<file path="config.mk">
export PLATFORM = sky130hd
export DESIGN_NAME = serializador_bits
export DESIGN_NICKNAME = d
export VERILOG_FILES = /design/src/rtl/serializador_bits.sv
export SDC_FILE = /design/constraint.sdc
export NUM_CORES = 1
export LEC_CHECK = 0
export ABC_AREA = 1
export BUFFER_PORTS_ARGS = -buffer_cell sky130_fd_sc_hd__buf_4
export CORE_MARGIN = 2
export CORE_UTILIZATION = 47
export DETAILED_ROUTE_END_ITERATION = 6
export PLACE_DENSITY = 0.71
export SLEW_MARGIN = 20
export SYNTH_ARGS = -nofsm -noshare
export SYNTH_HDL_FRONTEND = slang
export SYNTH_SLANG_ARGS = --single-unit
</file>
<file path="constraint.sdc">
create_clock -name clk -period 1.2 [get_ports clk]
set_input_delay 0.12 -clock clk [delete_from_list [all_inputs] [get_ports clk]]
set_output_delay 0.12 -clock clk [all_outputs]
set_load 0.01 [all_outputs]
</file>
<file path="src/rtl/serializador_bits.sv">
// Parallel-to-serial front end for the serial sequence detector.
// Accepts WIDTH-bit words over valid/ready into a one-word holding register
// and shifts them out one bit per clock, with an optional idle gap between
// words. With GAP=0 consecutive words stream without a bubble because the
// hold register is loaded into the shifter on the same edge the last bit leaves.
module serializador_bits #(
  parameter int WIDTH     = 8,
  parameter bit MSB_FIRST = 1'b1,
  parameter int GAP       = 0,
  parameter bit IDLE_BIT  = 1'b0
) (
  input  logic             clk,
  input  logic             rst,
  input  logic [WIDTH-1:0] data_in,
  input  logic             data_valid,
  output logic             data_ready,
  output logic             out,
  output logic             out_valid,
  output logic             last_bit,
  output logic             busy
);

  localparam int              CW       = $clog2(WIDTH);
  localparam logic [CW-1:0]   BIT_LAST = CW'(WIDTH - 1);
  // Only meaningful when GAP>0; the GAP state is unreachable otherwise.
  localparam logic [7:0]      GAP_LAST = (GAP > 0) ? 8'(GAP - 1) : 8'd0;

  typedef enum logic [1:0] {
    S_IDLE  = 2'd0,
    S_SHIFT = 2'd1,
    S_GAP   = 2'd2
  } state_t;

  state_t           state_q, state_d;
  logic             hold_full_q, hold_full_d;
  logic [WIDTH-1:0] hold_q;
  logic [WIDTH-1:0] shreg_q, shreg_d;
  logic [CW-1:0]    bit_cnt_q, bit_cnt_d;
  logic [7:0]       gap_cnt_q, gap_cnt_d;

  logic             bit_last;
  logic             gap_last;
  logic             load_now;
  logic             xfer;

  // Control state registers; reset aborts any word in flight immediately.
  always_ff @(posedge clk or posedge rst) begin
    if (rst) begin
      state_q     <= S_IDLE;
      hold_full_q <= 1'b0;
      shreg_q     <= '0;
      bit_cnt_q   <= '0;
      gap_cnt_q   <= '0;
    end else begin
      state_q     <= state_d;
      hold_full_q <= hold_full_d;
      shreg_q     <= shreg_d;
      bit_cnt_q   <= bit_cnt_d;
      gap_cnt_q   <= gap_cnt_d;
    end
  end

  // Holding register data; its contents only matter while hold_full_q is set.
  always_ff @(posedge clk) begin
    if (xfer) begin
      hold_q <= data_in;
    end
  end

  // Handshake, next-state logic and outputs (outputs depend on registered state only).
  always_comb begin
    state_d     = state_q;
    hold_full_d = hold_full_q;
    shreg_d     = shreg_q;
    bit_cnt_d   = bit_cnt_q;
    gap_cnt_d   = gap_cnt_q;
    out         = IDLE_BIT;
    out_valid   = 1'b0;
    last_bit    = 1'b0;

    bit_last = (bit_cnt_q == BIT_LAST);
    gap_last = (gap_cnt_q == GAP_LAST);
    load_now = hold_full_q &&
               ((state_q == S_IDLE) ||
                ((state_q == S_SHIFT) && bit_last && (GAP == 0)) ||
                ((state_q == S_GAP) && gap_last));

    data_ready = !hold_full_q || load_now;
    xfer       = data_valid && data_ready;
    busy       = (state_q != S_IDLE) || hold_full_q;

    if (xfer) begin
      hold_full_d = 1'b1;
    end

    case (state_q)
      S_IDLE: begin
        // Word starts from the load below.
      end
      S_SHIFT: begin
        out       = MSB_FIRST ? shreg_q[WIDTH-1] : shreg_q[0];
        out_valid = 1'b1;
        last_bit  = bit_last;
        shreg_d   = MSB_FIRST ? {shreg_q[WIDTH-2:0], 1'b0} : {1'b0, shreg_q[WIDTH-1:1]};
        if (!bit_last) begin
          bit_cnt_d = bit_cnt_q + 1'b1;
        end else begin
          bit_cnt_d = '0;
          if (!load_now) begin
            if (GAP > 0) begin
              state_d   = S_GAP;
              gap_cnt_d = '0;
            end else begin
              state_d = S_IDLE;
            end
          end
        end
      end
      S_GAP: begin
        if (!gap_last) begin
          gap_cnt_d = gap_cnt_q + 1'b1;
        end else begin
          gap_cnt_d = '0;
          if (!load_now) begin
            state_d = S_IDLE;
          end
        end
      end
      default: begin
        state_d = S_IDLE;
      end
    endcase

    // Hold-to-shifter load overrides the per-state updates above.
    if (load_now) begin
      shreg_d     = hold_q;
      bit_cnt_d   = '0;
      state_d     = S_SHIFT;
      hold_full_d = xfer;
    end
  end

endmodule

</file>
======== After elaboration in Yosys (flattened, before gate mapping) ========
Index checks and enable logic that the tools add are counted.
Widths: inputs -> output; s select.
storage, ports and cells
  output and inout port bits .............. 5
  register bits after elaboration ......... 30
cells by class
  equal/unequal tests ..................... 6
  reductions and logical operators ........ 15
  add/sub/neg operators ................... 2
  mux-type cells .......................... 15
operator list
  cell                 number
  $mux 8               3
  $mux 3               3
  $add 8x1->8 const B  1
  $logic_not 8->1      1
  $mux 2               3
  $ne 3x3->1 const B   2
  $pmux 2 s3           1
  $reduce_bool 2->1    3
  $mux 1               5
  $logic_and 1x1->1    4
  $logic_or 1x1->1     4
  $add 3x1->3 const B  1
  $eq 3x3->1 const B   1
  $reduce_and 3->1     1
  $eq 2x1->1 const B   1
  $eq 2x2->1 const B   1
  $logic_not 2->1      1
  $ne 2x2->1 const B   1
  $logic_not 1->1      1

======== Depth between registers and ports, before layout ========
  depth after elaboration ................. 9
  mapped depth ............................ 7

======== Least setup slack after synthesis ========
OpenSTA, ideal clock, no wires.
  kind .................................... register to register
  from .................................... register bit_cnt_q[0]
  to ...................................... register hold_q[0] (enable)
  path slack .............................. -291 ps
  cell stages (with the launch flop) ...... 7
  buffers on the path ..................... 0
  setup time .............................. 273 ps
  arrival ................................. 1218 ps
  required time ........................... 927 ps
  cell sequence ........................... dfrtp_1 -> ha_1 -> ha_1 -> inv_1 -> nand3_1 -> nand2_1 -> inv_1
between the ends
  cells in the longest elaborated chain, start to end .. 7
RTL lines
  item                    RTL line  text
  from (decl)             38        logic [CW-1:0] bit_cnt_q, bit_cnt_d;
  from (signal assigned)  58        bit_cnt_q <= bit_cnt_d;
  $eq 3x3->1              81        bit_last = (bit_cnt_q == BIT_LAST);
  $logic_and 1x1->1       85        ((state_q == S_SHIFT) && bit_last && (GAP == 0)) ||
  $logic_or 1x1->1        84        ((state_q == S_IDLE) ||
  $logic_or 1x1->1        85
  $logic_and 1x1->1       83        load_now = hold_full_q &&
  $logic_or 1x1->1        88        data_ready = !hold_full_q || load_now;
  net data_ready          16        output logic data_ready,
  $logic_and 1x1->1       89        xfer = data_valid && data_ready;
  net xfer                44        logic xfer;
  to (signal assigned)    66        hold_q <= data_in;
  to (decl)               36        logic [WIDTH-1:0] hold_q;
The timed path passes the listed nets, and every way through them passes these cells.
A chain may end at the register's enable or synchronous reset.

======== Worst setup path in the final report ========
  from .................................... register bit_cnt_q[1]
  to ...................................... output data_ready
between the ends
  cells in the longest elaborated chain, start to end .. 6
RTL lines
  item               RTL line
  $eq 3x3->1         81
  $logic_and 1x1->1  85
  $logic_or 1x1->1   84
  $logic_or 1x1->1   85
  $logic_and 1x1->1  83
  $logic_or 1x1->1   88
  to (decl)          16
Every way passes these cells.

==> flow_metrics.env <==
export IMPL_drive_gt1_share_pct=37.04
export IMPL_yosysUniqueCellTypes=11
export IMPL_place_inst=136
export IMPL_drc_errors=0
export IMPL_die_area_um2=2327
export IMPL_clock_latency_ns=0.30
export IMPL_crit_type="flop to primary output"
export IMPL_p_per_area_nw_per_um2=2198
export IMPL_synth_edff_count=8
export IMPL_start_kind="flop"
export IMPL_stdcell_count=160
export IMPL_nets=149
export IMPL_vias=760
export IMPL_r2r_start="bit_cnt_q[1]"
export IMPL_antenna_found_initial=0
export IMPL_cts_tree="done"
export IMPL_max_cap_violations=0
export IMPL_grt_first_pass_wirelength_mm=3.153
export IMPL_crit_end="data_ready"
export IMPL_initial_core_util_pct=51.58
export IMPL_hold_class="primary input to flop"
export IMPL_yosysWarnings=0
export IMPL_fp_dieH_um=48.24
export IMPL_core_rowCount=15
export IMPL_wl_mm=1.950
export IMPL_critPathCaptureType="primary output"
export IMPL_finalPower_mw=2.979
export IMPL_intPower_mw=1.864
export IMPL_gp_congestion=0.7981
export IMPL_avgRoutedWirePerCell_um=12.19
export IMPL_crit_path_start="bit_cnt_q[1]"
export IMPL_finalHoldViolations=0
export IMPL_status="finished, violations left"
export IMPL_setup_viol=23
export IMPL_p_leak_nw=0.6516
export IMPL_regToRegSetupSlack_ns=-0.19
export IMPL_grt_setup_unrepaired="true"
export IMPL_grt_overflow=0
export IMPL_power_share_clock_pct=11.3
export IMPL_grt_start_max_net_pins=14
export IMPL_grt_pass1_vias=728
export IMPL_clk_pin_slew_ns=0.11
export IMPL_dr_pass1_iters=6
export IMPL_timing_fmax_mhz=704.1
export IMPL_ys_flop_type="dfrtp_1"
export IMPL_cts_buffers=3
export IMPL_period_share_pct=118.3
export IMPL_synth_top_area_share_pct=35.37
export IMPL_synthTopCellsByArea="dfrtp_1, edfxtp_1, nand2_1"
export IMPL_worstMarginPinSlew_ns=0.4995
export IMPL_drv_slew=0
export IMPL_root_buffer="clkbuf_4"
export IMPL_slew_headroom_pct=66.67
export IMPL_synthCells=94
export IMPL_period_needed_ns=1.420
export IMPL_ff2ff_path_depth=7
export IMPL_antennaDiodeCount=0
export IMPL_syn_to_final_growth_pct=47.35
export IMPL_vias_per_cell=4.750
export IMPL_preCtsSetupSlack_ns=-0.1580
export IMPL_synth_fp_nets=107
export IMPL_grt_usage_pct=20.03
export IMPL_finalClockSkew_ns=0.004760
export IMPL_critPathMaxFanout=2
export IMPL_antenna_left=0
export IMPL_ctsHtreeMaxLevel=1
export IMPL_io_pins=16
export IMPL_finalWorstSetupSlack_ns=-0.2202
export IMPL_power_share_combinational_pct=49.2
export IMPL_ys_seq_elements=21
export IMPL_clock_path_buffers=2
export IMPL_io_buffer_count=15
export IMPL_ys_top_cells_by_count="nand2_1, nand3_1, dfrtp_1, inv_1, edfxtp_1"
export IMPL_timing_rr_end="hold_q[0]"
export IMPL_p_seq_share_pct=39.5
export IMPL_cts_sinks=21
export IMPL_drtIter0Drc=28
export IMPL_async_flop_share_pct=61.90
export IMPL_place_area_um2=1107
export IMPL_violations="negative setup slack"
export IMPL_irDropWorstVdd_uv=1447
export IMPL_cp_arrival_ns=1.30
export IMPL_fp_coreArea_um2=1783
export IMPL_p_sw_share_pct=37.41
export IMPL_syn_area_um2=919.6
export IMPL_design_area_um2=1355
export IMPL_postSynthAreaPerCell_um2=9.783
export IMPL_cp_required_ns=1.08
export IMPL_yosys_area_top_type="dfrtp_1"
export IMPL_synth_most_common_cell="nand2_1"
export IMPL_dpl_hpwl_mm=1.076
export IMPL_seq_area_frac_synth_pct=61.50
export IMPL_die_w_um=48.24
export IMPL_p_switching_mw=1.114
-- how the worst min path moves through the flow --
stage	start	end	slack (ns)	cells after the start
final	data_valid	hold_full_q	0.06	3
after global routing	data_valid	hold_full_q	0.06	3
after detailed placement	rst	shreg_q[4]	0.18	2
after CTS	data_valid	hold_full_q	0.03	3
after global placement	rst	shreg_q[5]	0.18	2
after floorplan	rst	bit_cnt_q[0]	-0.003	1
-- cells in the final DEF (no fill, tap or decap), drive strengths merged --
cell type / count
nand2: 31
nor2: 7
nand3: 18
o21ai: 1
inv: 13
dlygate4sd3: 9
buf: 29
clkinv: 1
dfrtp: 13
ha: 2
clkbuf: 3
edfxtp: 8
-- state kept, by name, indices dropped and copies added (netlist names) --
signal	count
hold_full_q	1
bit_cnt_q	3
hold_q	8
shreg_q	8
state_q	1
-- critical path, cell delays in order, from the launching register on --
cell and delay, ns:
dfrtp_1 0.40, ha_2 0.20, ha_4 0.17, inv_4 0.05, nand3_4 0.06, buf_6 0.12
-- per-stage QoR --
| step | TNS (ns) | hold slack (ns) | util (%) |
|---|---|---|---|
| 6_report | -3.133 | 0.06380 | 76.00 |
| 4_1_cts | -3.336 | 0.03212 | 74.39 |
| 3_3_place_gp | -1.481 | 0.1809 | 62.11 |
| 2_1_floorplan | -0.7813 | -0.003041 | - |
| 3_5_place_dp | -2.007 | 0.1796 | 62.11 |
| 5_1_grt | -4.469 | 0.06453 | 76.00 |
-- cell type report --
type | instances | area [um^2]
Tap cell | 25 | 31.28
Timing Repair Buffer | 38 | 326.6
Clock buffer | 3 | 22.52
Inverter | 13 | 56.30
Multi-Input combinational cell | 59 | 345.3
Sequential cell | 21 | 568.0
Clock inverter | 1 | 5.005
Fill cell | 126 | 427.9
-- power groups by stage --
stage	clock network, mW	logic [mW]	registers [mW]
2_1_floorplan	0	0.784	1.17
3_3_place_gp	0	1.01	1.20
3_5_place_dp	0	1.04	1.21
4_1_cts	0.339	1.38	1.17
5_1_grt	0.376	1.63	1.20
6_report	0.338	1.47	1.18
-- what timing repair did --
item | in CTS | in global routing
resized for setup | 12 | 2
hold buffers | 9 | 0
pin swaps | 3 | 3
endpoints found under the setup margin | 24 | 25
setup buffers | 7 | 2
hold endpoints to repair | 21 | 0
gates cloned | 1 | 1
-- per-layer routing --
layer / routed length [um] / global-route usage [%] / vias to the layer above / part of all wire [%]
li1: - / - / 384 / -
met1: 743 / 25.60 / 346 / 38
met2: 1099 / 36.05 / 30 / 56
met3: 106 / 2.222 / 0 / 5.4
met4: 0 / 4.865 / 0 / 0
met5: 0 / 0 / - / 0
-- logic make-up (layout without fill, tap and decap cells) --
logic type,Yosys count,count (layout),share of synthesized area [%]
DFF,21,21,61.50
buffers and inverters,16,55,8.980
AOI/OAI and AO/OA,1,1,0.9526
and+or+nand+nor,54,56,25.85
adders and majority gates,2,2,2.721
Power figures use the tool's default switching activity.
